## src/rtl/pmod_amp3_i2s_tx.sv

```systemverilog
// I2S transmitter for the Digilent Pmod AMP3: stereo-pair FIFO, MCLK/SCLK/LRCK generation
// and a 64-bit-per-frame serialiser, all timed from a single system clock.
module pmod_amp3_i2s_tx #(
    parameter int SAMPLE_WIDTH = 16,
    parameter int FIFO_DEPTH   = 4,
    parameter int MCLK_HALF    = 2,
    parameter int BCLK_RATIO   = 4
) (
    input  logic                    clk,
    input  logic                    reset,
    input  logic                    enable,
    input  logic                    mute,
    input  logic                    s_valid,
    output logic                    s_ready,
    input  logic [SAMPLE_WIDTH-1:0] s_left,
    input  logic [SAMPLE_WIDTH-1:0] s_right,
    output logic                    underrun,
    input  logic                    underrun_clr,
    input  logic                    pin1_i,
    input  logic                    pin2_i,
    input  logic                    pin3_i,
    input  logic                    pin4_i,
    input  logic                    pin7_i,
    input  logic                    pin8_i,
    input  logic                    pin9_i,
    input  logic                    pin10_i,
    output logic                    pin1_o,
    output logic                    pin2_o,
    output logic                    pin3_o,
    output logic                    pin4_o,
    output logic                    pin7_o,
    output logic                    pin8_o,
    output logic                    pin9_o,
    output logic                    pin10_o,
    output logic                    pin1_t,
    output logic                    pin2_t,
    output logic                    pin3_t,
    output logic                    pin4_t,
    output logic                    pin7_t,
    output logic                    pin8_t,
    output logic                    pin9_t,
    output logic                    pin10_t
);

    localparam int PERIOD  = 2 * MCLK_HALF * BCLK_RATIO;
    localparam int CNT_W   = $clog2(PERIOD);
    localparam int MDIV_W  = (MCLK_HALF > 1) ? $clog2(MCLK_HALF) : 1;
    localparam int AW      = $clog2(FIFO_DEPTH);
    localparam int FRAME_W = 2 * SAMPLE_WIDTH;

    localparam logic [CNT_W-1:0]  CNT_LAST  = CNT_W'(PERIOD - 1);
    localparam logic [CNT_W-1:0]  CNT_HALF  = CNT_W'(PERIOD / 2);
    localparam logic [MDIV_W-1:0] MDIV_LAST = MDIV_W'(MCLK_HALF - 1);
    localparam logic [AW:0]       FIFO_FULL = (AW + 1)'(FIFO_DEPTH);
    localparam logic [4:0]        SLOT_LAST = 5'(SAMPLE_WIDTH);

    logic [FRAME_W-1:0] fifo_mem_q [FIFO_DEPTH];
    logic [AW-1:0]      wr_ptr_q, wr_ptr_d, rd_ptr_q, rd_ptr_d;
    logic [AW:0]        count_q, count_d;
    logic               s_ready_q, s_ready_d;
    logic               underrun_q, underrun_d;
    logic               run_q, run_d;
    logic [CNT_W-1:0]   cnt_q, cnt_d;
    logic [MDIV_W-1:0]  mdiv_q, mdiv_d;
    logic [5:0]         bit_cnt_q, bit_cnt_d;
    logic [FRAME_W-1:0] frame_q, frame_d;
    logic               mclk_q, mclk_d;
    logic               sclk_q, sclk_d;
    logic               lrck_q, lrck_d;
    logic               sdout_q, sdout_d;

    logic                    push, pop, load;
    logic [4:0]              slot_pos;
    logic [SAMPLE_WIDTH-1:0] sample, shifted;

    // NOTE: every signal assigned in this block gets a default first, so no path can infer a latch.
    always_comb begin
        push      = s_valid && s_ready_q;
        load      = 1'b0;
        run_d     = enable;
        cnt_d     = '0;
        mdiv_d    = '0;
        bit_cnt_d = '0;
        mclk_d    = 1'b0;
        frame_d   = frame_q;

        if (!enable) begin
            frame_d = '0;
        end else if (!run_q) begin
            // First enabled cycle holds the counters at zero and acts as a frame start.
            load = 1'b1;
        end else begin
            if (cnt_q == CNT_LAST) begin
                bit_cnt_d = bit_cnt_q + 1'b1;
                load      = (bit_cnt_q == 6'd63);
            end else begin
                cnt_d     = cnt_q + 1'b1;
                bit_cnt_d = bit_cnt_q;
            end
            if (cnt_d == '0) begin
                mdiv_d = '0;
                mclk_d = 1'b0;
            end else if (mdiv_q == MDIV_LAST) begin
                mdiv_d = '0;
                mclk_d = !mclk_q;
            end else begin
                mdiv_d = mdiv_q + 1'b1;
                mclk_d = mclk_q;
            end
        end

        pop        = load && (count_q != '0);
        underrun_d = underrun_q;
        if (load) begin
            if (pop) begin
                frame_d = mute ? '0 : fifo_mem_q[rd_ptr_q];
            end else begin
                frame_d    = '0;
                underrun_d = 1'b1;
            end
        end
        if (underrun_clr) begin
            underrun_d = 1'b0;
        end

        wr_ptr_d = wr_ptr_q + AW'(push);
        rd_ptr_d = rd_ptr_q + AW'(pop);
        count_d  = count_q;
        if (push && !pop) begin
            count_d = count_q + 1'b1;
        end else if (!push && pop) begin
            count_d = count_q - 1'b1;
        end
        s_ready_d = (count_d != FIFO_FULL);

        // Outputs are derived from the next counter values so they change on the same edge.
        sclk_d   = (cnt_d >= CNT_HALF);
        lrck_d   = bit_cnt_d[5];
        slot_pos = bit_cnt_d[4:0];
        sample   = bit_cnt_d[5] ? frame_d[SAMPLE_WIDTH-1:0] : frame_d[FRAME_W-1:SAMPLE_WIDTH];
        shifted  = sample << (slot_pos - 5'd1);
        sdout_d  = (slot_pos != 5'd0) && (slot_pos <= SLOT_LAST) && shifted[SAMPLE_WIDTH-1];
    end

    // NOTE: state flops use non-blocking assignments so every flop samples pre-edge values.
    always_ff @(posedge clk or posedge reset) begin
        if (reset) begin
            wr_ptr_q   <= '0;
            rd_ptr_q   <= '0;
            count_q    <= '0;
            s_ready_q  <= 1'b0;
            underrun_q <= 1'b0;
            run_q      <= 1'b0;
            cnt_q      <= '0;
            mdiv_q     <= '0;
            bit_cnt_q  <= '0;
            frame_q    <= '0;
            mclk_q     <= 1'b0;
            sclk_q     <= 1'b0;
            lrck_q     <= 1'b0;
            sdout_q    <= 1'b0;
        end else begin
            wr_ptr_q   <= wr_ptr_d;
            rd_ptr_q   <= rd_ptr_d;
            count_q    <= count_d;
            s_ready_q  <= s_ready_d;
            underrun_q <= underrun_d;
            run_q      <= run_d;
            cnt_q      <= cnt_d;
            mdiv_q     <= mdiv_d;
            bit_cnt_q  <= bit_cnt_d;
            frame_q    <= frame_d;
            mclk_q     <= mclk_d;
            sclk_q     <= sclk_d;
            lrck_q     <= lrck_d;
            sdout_q    <= sdout_d;
        end
    end

    // NOTE: the sample storage has no reset; the cleared pointers and count make old contents unreachable.
    always_ff @(posedge clk) begin
        if (push) begin
            fifo_mem_q[wr_ptr_q] <= {s_left, s_right};
        end
    end

    logic unused_pins;
    assign unused_pins = ^{pin1_i, pin2_i, pin3_i, pin4_i, pin7_i, pin8_i, pin9_i, pin10_i};

    assign s_ready  = s_ready_q;
    assign underrun = underrun_q;

    assign pin1_o  = lrck_q;
    assign pin2_o  = sdout_q;
    assign pin3_o  = 1'b0;
    assign pin4_o  = sclk_q;
    assign pin7_o  = 1'b0;
    assign pin8_o  = 1'b0;
    assign pin9_o  = mclk_q;
    assign pin10_o = run_q;

    assign pin1_t  = 1'b0;
    assign pin2_t  = 1'b0;
    assign pin3_t  = 1'b1;
    assign pin4_t  = 1'b0;
    assign pin7_t  = 1'b1;
    assign pin8_t  = 1'b1;
    assign pin9_t  = 1'b0;
    assign pin10_t = 1'b0;

endmodule

```

## config.mk

```make
export PLATFORM = sky130hd
export DESIGN_NAME = pmod_amp3_i2s_tx
export DESIGN_NICKNAME = d
export VERILOG_FILES = /design/src/rtl/pmod_amp3_i2s_tx.sv
export SDC_FILE = /design/constraint.sdc
export NUM_CORES = 1
export LEC_CHECK = 0
export BUFFER_PORTS_ARGS = -buffer_cell sky130_fd_sc_hd__buf_4
export CAP_MARGIN = 5
export CORE_MARGIN = 4
export CORE_UTILIZATION = 45
export CTS_CLUSTER_SIZE = 40
export DETAILED_ROUTE_END_ITERATION = 10
export PLACE_DENSITY = 0.75
export SLEW_MARGIN = 10
export SYNTH_ARGS = -nofsm -noshare
export SYNTH_HDL_FRONTEND = slang
export SYNTH_SLANG_ARGS = --single-unit
```

## constraint.sdc

```tcl
create_clock -name clk -period 3.3 [get_ports clk]
set_clock_uncertainty 0.05 [all_clocks]
set_input_delay 0.66 -clock clk [delete_from_list [all_inputs] [get_ports clk]]
set_output_delay 0.66 -clock clk [all_outputs]
set_load 0.03 [all_outputs]
```

; ---- Word level (Yosys, flattened, before mapping)
; Memory sizes are Yosys's and may differ from the RTL's.
; Cells that the tools add are included.
[op_classes]
add_sub_neg = 8
order_cmp = 2
eq_ne = 5
shift = 1
muxes = 31
n_reduce_logical = 14
[op_table]
columns = op, n
row1 = $mux W32, 4
row2 = $mux W4, 5
row3 = $mux W6, 3
row4 = $mux W1, 16
row5 = $mux W16, 1
row6 = $shl A16 B5 Y16, 1
row7 = $add A6 B1 Y6 const B, 1
row8 = $eq A6 B6 Y1 const B, 1
row9 = $logic_and A1 B1 Y1, 6
row10 = $mux W3, 2
row11 = $le A5 B5 Y1 const B, 1
row12 = $reduce_bool A5 Y1, 1
row13 = $sub A5 B1 Y5 const B, 1
row14 = $add A2 B1 Y2, 2
row15 = $add A4 B1 Y4 const B, 1
row16 = $eq A4 B4 Y1 const B, 1
row17 = $ge A4 B4 Y1 const B, 1
row18 = $logic_not A4 Y1, 1
row19 = $ne A4 B2 Y1 const B, 1
row20 = $add A3 B1 Y3 const B, 1
row21 = $logic_not A1 Y1, 3
row22 = $ne A3 B3 Y1 const B, 1
row23 = $reduce_bool A3 Y1, 1
row24 = $sub A3 B1 Y3 const B, 1
row25 = 4 further kinds, 4
[word_totals]
reg_bits = 57
ramBits = 128
memories = 1
[mem_list]
columns = memory, words, width, read_ports, rd_ports_with_merged_regs, wr, line
row1 = fifo_mem_q, 4, 32, 1, 0, 1, 57  ; logic [FRAME_W-1:0] fifo_mem_q [FIFO_DEPTH];

; ---- Depth between registers and ports, before layout
[logic_depth]
depth_word = 10
depth_mapped = 14
depth_no_buf = 12

; ---- Least setup slack after synthesis
; OpenSTA, ideal clock, no wires.
[synth_timing]
path_kind = input port to flip-flop
startpoint = in s_valid
endpoint = mem fifo_mem_q[0][0] in the netlist's numbering, enable pin
setup_time_ns = 0.461
t_arrival_ns = 2.970
setup_slack_ns = -0.181
stages = 2
n_path_buf = 0
cell_sequence = nand2_1 nor3_1
[synth_via]
elab_chain_len = 3
[synth_rtl]
columns = item, line
row1 = start: declaration, 13  ; input logic s_valid,
row2 = $logic_and A1 B1 Y1, 78  ; push = s_valid && s_ready_q;
row3 = $mux W1, 182  ; if (push) begin
row4 = $mux W1 (implied by the code), 183  ; fifo_mem_q[wr_ptr_q] <= {s_left, s_right};
row5 = end: declaration, 57
; No other way between the ends.

; ---- Worst setup path after layout
[layout_timing]
startpoint = reg cnt_q[0]
endpoint = reg sdout_q, in the netlist pin2_o
[layout_via]
word_cells_on_any_way = 17
cone_classes = 1 x add/sub / 1 x order compare / 1 x eq/ne / 1 x shift / 9 x mux / 4 x reduce/logical
[layout_rtl]
columns = item, line
row1 = start: declaration, 63  ; logic [CNT_W-1:0] cnt_q, cnt_d;
row2 = start signal: assignment, 169  ; cnt_q <= cnt_d;
row3 = $eq A4 B4 Y1 *, 93  ; if (cnt_q == CNT_LAST) begin
row4 = $mux W6 *, 93
row5 = $mux W6 *, 89  ; end else if (!run_q) begin
row6 = $mux W6 *, 87  ; if (!enable) begin
row7 = via bit_cnt_d[1], 65  ; logic [5:0] bit_cnt_q, bit_cnt_d;
row8 = $sub A5 B1 Y5 (tied with other cells), 141  ; shifted = sample << (slot_pos - 5'd1);
row9 = $shl A16 B5 Y16 / $logic_and A1 B1 Y1 (equally long branches), "141, 142"
row10 = $logic_and A1 B1 Y1 *, 142  ; sdout_d = (slot_pos != 5'd0) && (slot_pos <= SLOT_LAST) && shifted[SAMPLE_WIDTH-1];
row11 = via sdout_d, 70  ; logic sdout_q, sdout_d;
row12 = end signal: assignment, 176  ; sdout_q <= sdout_d;
row13 = end: declaration, 70
; Mark *: on every way through the listed nets, which the timed path passes. The rest lies on a longest branch.
; A chain may end at the register's enable or synchronous reset.

==> flow_metrics.tcl <==
set metrics [dict create \
    min_period_ps 3120 \
    mostFrequentLayoutCells "edfxtp_1 (128), buf_4 (60), dfrtp_1 (55), mux4_2 (29), inv_1 (21)" \
    grt_pass1_wl_mm 24.0 \
    synth_mux_area_frac 0.106 \
    num_vias 4120 \
    synth_cell_types 63 \
    setup_viol 0 \
    core_area_sq_um 16600 \
    fin_area_sq_um 8740 \
    nets 569 \
    hold_viol_final 0 \
    grt_pass1_vias 4440 \
    grt_overflow_total 0 \
    use_met3 0.0463 \
    worstMarginPinSlew_ps 697 \
    io_pins 64 \
    synthArstFlopShare 0.304 \
    clk_path_buf_depth 2 \
    power.density_nw_per_um2 739 \
    met1_usage 0.207 \
    maxSlewHeadroom 0.534 \
    yosysWarnings 0 \
    numPortBuffers 44 \
    die_w_um 138 \
    cts_tree "done" \
    final.setup.tns_ps 0 \
    seq_area_frac_synth 0.689 \
    synth_edf_count 128 \
    status "finished, final reports clean" \
    instances_no_fill 748 \
    grt_use_total 0.159 \
    fin_total_pwr_mw 6.46 \
    antenna_found_initial 0 \
    synth_flop_cell "edfxtp_1" \
    placed_cell_area_sq_um 8170 \
    critPathLaunchType "flip-flop" \
    postRouteAntennaNets 0 \
    critical_path_class "flip-flop to flip-flop" \
    path_clk_slew_ps 70 \
    power_frac_clock 0.300 \
    synth-xor-area-share 0.0150 \
    yosys.area_share.simple 0.0542 \
    rsz0062_at_grt "no" \
    routedWlPerCell_um 19.2 \
    vias_per_cell 5.51 \
    dr.pass1.iters 6 \
    antennaDiodeCount 0 \
    drv_cap 0 \
    worst_ir_drop_vdd_mv 0.445 \
    cts_buffers 17 \
    maxSlewViolCount 0 \
    combPwrFrac 0.221 \
    avgSynthCellArea_sq_um 16.5 \
    grt_max_degree 34 \
    net-switching-power_mw 1.82 \
    cts.sink_count 184 \
    cts_resized 0 \
    cts_hold_buf 0 \
    synth_top_family_by_area "multiplexers" \
    placed_cells 716 \
    cts_root_buffer "clkbuf_16" \
    finish.utilization 0.527 \
    crit_required_ps 3560 \
    min_path_type "primary input to async pin" \
    drive_gt1_frac 0.271 \
    synth_seq_cells 184 \
    p_leak_nw 3.32 \
    synthCells 460 \
    start_util 0.459 \
    end_kind "flip-flop" \
    final_common_cell "edfxtp_1" \
    drt_iter0_drc 242 \
    area_delta_synth_final_pct 14.8 \
    timing.fmax_mhz 320 \
    syn_area_sq_um 7610 \
    finalCritPeriodShare 0.946 \
    htree_levels 4 \
    synth-adder-area-share 0.0145 \
    met2_usage 0.258 \
    p_int_mw 4.64 \
    rows 47 \
    clk_latency_ps 430 \
    cp_max_fo 7 \
    switching_share 0.282 \
    place_congestion 0.902 \
    synth_compound_area_frac 0.0787 \
    die_h_um 138 \
    drt-total-wl_mm 14.4 \
    die_area_sq_um 19100 \
    arrival_ps 3380 \
    hpwl_mm 9.35 \
    busiest_layer "met2" \
    drc_errors 0 \
    post_cts_buffers 0 \
    p_seq_frac 0.479 \
]
## area by class of cell
type                            instances  area (sq um)
Sequential cell                       184          5250
Fill cell                            1338          7840
Multi-Input combinational cell        226          2100
Tap cell                              220           275
Inverter                               26          97.6
Timing Repair Buffer                   60           450
Clock inverter                         15           141
Clock buffer                           17           425
## registers in the layout (all words and copies together) (netlist names), 2 cells and up
| signal | flops |
|---|---|
| bit_cnt_q | 6 |
| cnt_q | 4 |
| count_q | 3 |
| fifo_mem_q | 128 |
| frame_q | 32 |
| rd_ptr_q | 2 |
| wr_ptr_q | 2 |
## cell families after synthesis
logic type	after synthesis
multiplexers	43
flip-flops	184
adder cells (fa/ha/maj)	9
other	2
AO/OA/AOI/OAI	74
buffers and inverters	59
AND/OR/NAND/NOR	76
XOR/XNOR	13
## stage by stage
step,hold slack (ps),setup WS [ps]
finish,292,178
CTS,310,42.7
detailed placement,393,95.1
global route,307,3.11
floorplan,375,508
global placement,386,293
## per-layer routing
metal  part of all wire  wire (um)  up-vias
met2               0.50       7260       95
met1               0.43       6200     2122
li1                   -          -     1874
met3              0.043        615       29
met5                  0          0        -
met4              0.021        306        0
## worst max-delay path, stage by stage, from the launching register on
cell,delay [ps]
dfrtp_1,400
ha_2,310
and3_1,310
nand2_1,90
a21oi_1,260
inv_1,90
ha_1,370
nand3_1,230
a2111oi_1,390
nor4_1,100
a31o_1,190
o311ai_1,100
a21oi_2,100
## power by group through the flow
stage	Combinational, mW	Sequential, mW	Clock [mW]
global route	1.57	3.14	2.10
global placement	1.42	3.12	0
CTS	1.47	3.10	1.97
floorplan	1.11	3.06	0
detailed placement	1.46	3.15	0
finish	1.43	3.10	1.94
## cells in the mapped netlist (5+ instances only)
cell / number / area share
o21ai_0: 6 / 0.0039
buf_4: 15 / 0.015
nand3_1: 8 / 0.0053
xnor2_1: 8 / 0.0092
inv_1: 22 / 0.011
nor2_1: 19 / 0.0094
nand2_1: 13 / 0.0064
edfxtp_1: 128 / 0.50
o32ai_1: 7 / 0.0081
buf_2: 8 / 0.0053
dfrtp_1: 56 / 0.18
a22o_1: 18 / 0.021
mux2i_1: 7 / 0.0092
mux4_2: 29 / 0.086
xor2_1: 5 / 0.0058
a21oi_1: 8 / 0.0053
mux2_2: 6 / 0.0089
ha_1: 8 / 0.013
## path summary, 6_finish.rpt
kind,start,to,slack (ps),cells after the start
worst max-delay path,cnt_q[0],pin2_o,180,12
worst min-delay path,reset,count_q[2],290,2
worst max register to register,cnt_q[0],pin2_o,180,12
worst min register to register,mdiv_q,mdiv_q,400,1
max in group asynchronous,reset,frame_q[22],2120,3
min in group clk,underrun_clr,underrun,320,2
Power figures use the tool's default switching activity.
